File: src/rtl/pattern_store.sv
// Double-buffered pattern store: a serial shadow bank is loaded over a scan chain.
// An exact-length frame is committed atomically into the active bank, which the processor reads and patches.
module pattern_store #(
  parameter int unsigned WIDTH = 8,
  parameter int unsigned DEPTH = 27,
  parameter int unsigned PTR_W = 5
) (
  input  logic             sclk,
  input  logic             rst,
  input  logic             ssel,
  input  logic             sin,
  output logic             sout,
  input  logic [PTR_W-1:0] fieldp,
  output logic [WIDTH-1:0] field_byte,
  input  logic             wr_en,
  input  logic [PTR_W-1:0] wr_addr,
  input  logic [WIDTH-1:0] wr_data,
  input  logic             err_clr,
  output logic             commit,
  output logic             frame_err,
  output logic             busy
);

  localparam int unsigned TOTAL = WIDTH * DEPTH;
  localparam int unsigned CNT_W = $clog2(TOTAL + 2);
  localparam logic [CNT_W-1:0] TOTAL_C = CNT_W'(TOTAL);
  localparam logic [CNT_W-1:0] SAT_C   = CNT_W'(TOTAL + 1);

  logic [WIDTH-1:0] shadow_q [DEPTH];
  logic [WIDTH-1:0] shadow_d [DEPTH];
  logic [WIDTH-1:0] active_q [DEPTH];
  logic [WIDTH-1:0] active_d [DEPTH];
  logic [CNT_W-1:0] cnt_q, cnt_d;
  logic             ssel_q, ssel_d;
  logic             commit_q, commit_d;
  logic             err_q, err_d;
  logic             eof;
  logic             good;

  always_comb begin
    shadow_d = shadow_q;
    if (ssel) begin
      shadow_d[0] = {shadow_q[0][WIDTH-2:0], sin};
      for (int unsigned i = 1; i < DEPTH; i++) begin
        shadow_d[i] = {shadow_q[i][WIDTH-2:0], shadow_q[i-1][WIDTH-1]};
      end
    end
  end

  always_comb begin
    cnt_d = '0;
    if (ssel) begin
      cnt_d = (cnt_q == SAT_C) ? cnt_q : cnt_q + 1'b1;
    end
  end

  assign eof  = !ssel && ssel_q;
  assign good = eof && (cnt_q == TOTAL_C);

  // A commit takes the whole shadow bank, so any same-edge parallel write is dropped.
  always_comb begin
    active_d = active_q;
    if (good) begin
      active_d = shadow_q;
    end else if (wr_en) begin
      for (int unsigned i = 0; i < DEPTH; i++) begin
        if (wr_addr == i[PTR_W-1:0]) begin
          active_d[i] = wr_data;
        end
      end
    end
  end

  always_comb begin
    ssel_d   = ssel;
    commit_d = good;
    err_d    = err_q;
    if (eof && !good) begin
      err_d = 1'b1;
    end else if (err_clr) begin
      err_d = 1'b0;
    end
  end

  always_comb begin
    field_byte = '0;
    for (int unsigned i = 0; i < DEPTH; i++) begin
      if (fieldp == i[PTR_W-1:0]) begin
        field_byte = active_q[i];
      end
    end
  end

  always_ff @(posedge sclk) begin
    if (rst) begin
      shadow_q <= '{default: '0};
      active_q <= '{default: '0};
      cnt_q    <= '0;
      ssel_q   <= 1'b0;
      commit_q <= 1'b0;
      err_q    <= 1'b0;
    end else begin
      shadow_q <= shadow_d;
      active_q <= active_d;
      cnt_q    <= cnt_d;
      ssel_q   <= ssel_d;
      commit_q <= commit_d;
      err_q    <= err_d;
    end
  end

  assign sout      = shadow_q[DEPTH-1][WIDTH-1];
  assign commit    = commit_q;
  assign frame_err = err_q;
  assign busy      = ssel_q;

endmodule

File: config.mk
export PLATFORM = sky130hd
export DESIGN_NAME = pattern_store
export DESIGN_NICKNAME = d
export VERILOG_FILES = /design/src/rtl/pattern_store.sv
export SDC_FILE = /design/constraint.sdc
export NUM_CORES = 1
export LEC_CHECK = 0
export BUFFER_PORTS_ARGS = -buffer_cell sky130_fd_sc_hd__buf_2
export CAP_MARGIN = 20
export CORE_ASPECT_RATIO = 1.25
export CORE_UTILIZATION = 60
export DETAILED_ROUTE_END_ITERATION = 16
export PLACE_DENSITY_LB_ADDON = 0.05
export SETUP_SLACK_MARGIN = 0.4
export SYNTH_ARGS = -nofsm -noshare
export SYNTH_HDL_FRONTEND = slang
export SYNTH_SLANG_ARGS = --single-unit
File: constraint.sdc
create_clock -name sclk -period 2.2 [get_ports sclk]
set_input_delay 0.11 -clock sclk [delete_from_list [all_inputs] [get_ports sclk]]
set_output_delay 0.11 -clock sclk [all_outputs]
set_load 0.01 [all_outputs]
==> flow_metrics.py <==
metrics = {
    "status": {
        "status": "finished, violations left",
        "violations": "setup timing",
    },
    "synthesis": {
        "ys_seq_area_share_pct": 45.7,
        "ys_ff_latch": 443,
        "synth_most_common_cell": "dfxtp_1",
        "yosys_warnings": 0,
        "synthCells": 2166,
        "ys_types": 66,
        "synth_nets": 2193,
        "synth_top_family_by_area": "compound AO/OA/AOI/OAI gates",
        "synthArstFlopShare_pct": 0,
        "synth.mux.area_fraction_pct": 14.1,
        "ys_top_cells_by_count": "dfxtp_1, nor2_1, nand2_1, mux2i_1, a21oi_1",
        "synthTopCellsByArea": "dfxtp_1, mux2i_1, a22oi_1",
        "synth_edf_count": 0,
        "synthFlopType": "dfxtp_1",
        "yosysTopAreaCellShare_pct": 45.7,
        "synth_xor_area_share_pct": 0.316,
        "synth-simple-area-share_pct": 14.1,
        "syn_avg_cell_area_um2": 8.96,
        "synth_compound_area_share_pct": 20.9,
        "synthesis.area_mm2": 0.0194,
        "yosysTopAreaCell": "dfxtp_1",
        "synth-adder-area-share_pct": 0.193,
    },
    "clock_network": {
        "clk_transition_reported_paths_ns": 0.07,
        "cts_tree": "yes",
        "cts_buffers": 43,
        "clock_path_buffers": 3,
        "worstSkewPairLatency_ns": 0.56,
        "h-tree-depth": 2,
        "cts_sinks": 443,
        "cts_root_buf": "clkbuf_16",
    },
    "critical_path": {
        "cp_max_fo": 2,
        "critical_path.top_delay_family": "compound AO/OA/AOI/OAI gates",
        "required_ns": 2.09,
        "cp.arrival_ns": 2.38,
        "end_kind": "output port",
        "max_stage_delay_ns": 0.51,
        "critPathMostFrequentCell": "o22ai_2",
        "reg2reg_depth": 13,
        "cp-start-kind": "flip-flop",
        "crit_path_top_delay_cell": "mux4_2",
        "crit_buf_inv": 1,
        "crit_chain": "mux4_2, o22ai_2, o21ai_1, a31oi_1, o32a_1, o22ai_2, buf_2",
        "cp.depth": 7,
        "crit_type": "flip-flop to output port",
    },
    "detailed_routing": {
        "drtIter0Drc": 2218,
        "via_count": 18400,
        "drtPass1Iterations": 6,
        "finalWirelength_mm": 70.3,
        "ant_nets": 0,
        "drc_errors": 0,
        "wl_per_cell_um": 25.4,
        "viasPerCell": 6.63,
    },
    "sta": {
        "relSlewSlack_pct": 21.7,
        "setup_viol": 11,
        "min_period_over_period_pct": 113,
        "rsz0062_at_grt": "true",
        "max_freq_ghz": 0.401,
        "worst_pin_slew_ns": 1.18,
        "timing.final.crit_period_ns": 2.49,
        "hold_slack_ns": 0.112,
        "hold_viol": 0,
        "finClkSkew_ns": 0.0189,
        "finalMaxSlewViolations": 0,
        "setup_ws_ns": -0.291,
    },
    "pwr": {
        "irDropWorstVdd_mv": 0.939,
        "clockPowerShare_pct": 44.8,
        "combPwrFrac_pct": 7.8,
        "p_per_area_mw_per_mm2": 662,
        "pwr-share-seq_pct": 47.4,
        "p_sw_w": 0.00416,
        "internal-power_w": 0.0129,
        "p_leak_nw": 9.36,
        "swShare_pct": 24.4,
        "fin_total_pwr_w": 0.0171,
    },
    "floorplan": {
        "coreArea_mm2": 0.0318,
        "start_util_pct": 61.1,
        "die_y_um": 203,
        "dieArea_mm2": 0.0331,
        "rows": 73,
        "pin_count": 36,
        "die_w_um": 163,
    },
    "layout": {
        "fin_util_pct": 81.1,
        "fin_cells": 2770,
        "fill_cells": 1890,
        "final_nets": 2352,
        "area_delta_synth_final_pct": 32.7,
        "drive_gt1_share_pct": 35.6,
    },
    "min_path": {
        "hold_class": "input port to flip-flop",
        "hold_depth": 3,
    },
    "grt": {
        "antenna_found_initial": 1,
        "grt_use_total_pct": 39.4,
        "grt_first_pass_wirelength_mm": 101,
        "grt_pass1_vias": 17500,
        "grt_start_max_net_pins": 138,
        "grt-ovfl-total": 0,
    },
    "flow_run": {
        "cap_violations": 0,
    },
    "placement": {
        "hpwl_mm": 38.0,
        "gp_congestion": 0.947,
        "dp_cells": 2543,
        "io_buffers": 35,
    },
}
layer usage:
| metal | up-vias | part of all wire (%) | GRT usage, % |
|---|---|---|---|
| met5 | - | 0 | 0 |
| met4 | 0 | 7.1 | 24.4 |
| met3 | 349 | 8.8 | 8.13 |
| met2 | 1073 | 47 | 64.7 |
| met1 | 8839 | 37 | 46.8 |
| li1 | 8094 | - | - |
worst paths after layout:
| kind | from | slack [ns] | end |
|---|---|---|---|
| max | active_q[210] | -0.29 | field_byte[2] |
| min | wr_data[2] | 0.11 | active_q[50] |
| max reg2reg | cnt_q[1] | -0.03 | active_q[144] |
| min reg2reg | cnt_q[6] | 0.51 | cnt_q[6] |
logic make-up (layout without fill, tap and decap cells):
kind of cell,after synthesis,after routing
multiplexers,263,263
AO/OA/AOI/OAI,629,630
AND/OR/NAND/NOR,631,631
other,0,1
adder cells (fa/ha/maj),3,3
XOR/XNOR,7,7
buffers and inverters,190,380
flip-flops,443,443
final cells by class:
| class | count | area, um^2 | area share [%] |
|---|---|---|---|
| well taps | 412 | 515 | 2.00 |
| inverters | 11 | 41.3 | 0.160 |
| flip-flops and latches | 443 | 8900 | 34.6 |
| diodes | 1 | 2.50 | 0.00971 |
| multi-input cells | 1534 | 11400 | 44.3 |
| clock buffers | 61 | 1280 | 4.95 |
| clock inverters | 16 | 160 | 0.622 |
| repair buffers | 292 | 3440 | 13.4 |
power groups by stage:
stage / sequential [W] / clock (W) / combinational, W
floorplan: 0.00825 / 0 / 0.000706
global placement: 0.00826 / 0 / 0.00109
detailed placement: 0.00826 / 0 / 0.00110
CTS: 0.00808 / 0.00761 / 0.00119
global route: 0.00808 / 0.00795 / 0.00137
finish: 0.00808 / 0.00764 / 0.00133
through the flow:
stage                     area [um^2]  worst slack, ns  TNS, ns
after CTS                       24500           -0.272    -1.06
after global routing            25800           -0.337    -3.32
final                           25800           -0.291    -1.37
after detailed placement        20200          -0.0336  -0.0336
after global placement          20200          -0.0389  -0.0514
after floorplan                 19400            0.412        0
sequential cells by signal (all words and copies together) (netlist names):
signal	cells
frame_err	1
sout	1
busy	1
active_q	216
cnt_q	8
commit	1
shadow_q	215
placed cells by master, fill, tap and decap left out, types with 7 or more instances in the layout:
| cell | n |
|---|---|
| nor2_4 | 28 |
| clkbuf_1 | 7 |
| clkbuf_8 | 9 |
| buf_4 | 112 |
| a22oi_2 | 111 |
| nand2_1 | 153 |
| nand2_2 | 100 |
| dfxtp_1 | 417 |
| clkbuf_16 | 48 |
| a21oi_2 | 125 |
| nand3_1 | 16 |
| nor2_1 | 259 |
| o21ai_0 | 35 |
| dfxtp_2 | 25 |
| a31oi_1 | 12 |
| nand2b_1 | 11 |
| mux2_2 | 9 |
| and3_1 | 8 |
| a22oi_1 | 110 |
| buf_6 | 73 |
| o22ai_1 | 12 |
| a21oi_1 | 120 |
| mux4_2 | 7 |
| nor3_1 | 8 |
| buf_16 | 22 |
| buf_2 | 30 |
| a21oi_4 | 21 |
| clkinv_2 | 11 |
| buf_8 | 10 |
| buf_12 | 38 |
| nor2b_1 | 18 |
| mux2i_1 | 244 |
repair_timing:
item	in CTS	in global routing
setup endpoints to repair	224	225
hold buffers	5	0
endpoints found under the hold margin	54	0
buffers inserted	98	23
resized for setup	308	293
gates cloned	21	3
pin swaps	272	121
worst register-to-register path, stage by stage, from the launching register on:
cell and delay [ns]:
dfxtp_2 0.32, inv_2 0.07, ha_4 0.13, inv_2 0.03, nor4_2 0.28, buf_4 0.21
buf_12 0.11, buf_12 0.12, buf_12 0.12, buf_6 0.09, a21oi_4 0.05, nor2_4 0.28
nand2_2 0.12, a21oi_2 0.19
Note: power is estimated with default switching activity, not from simulation.
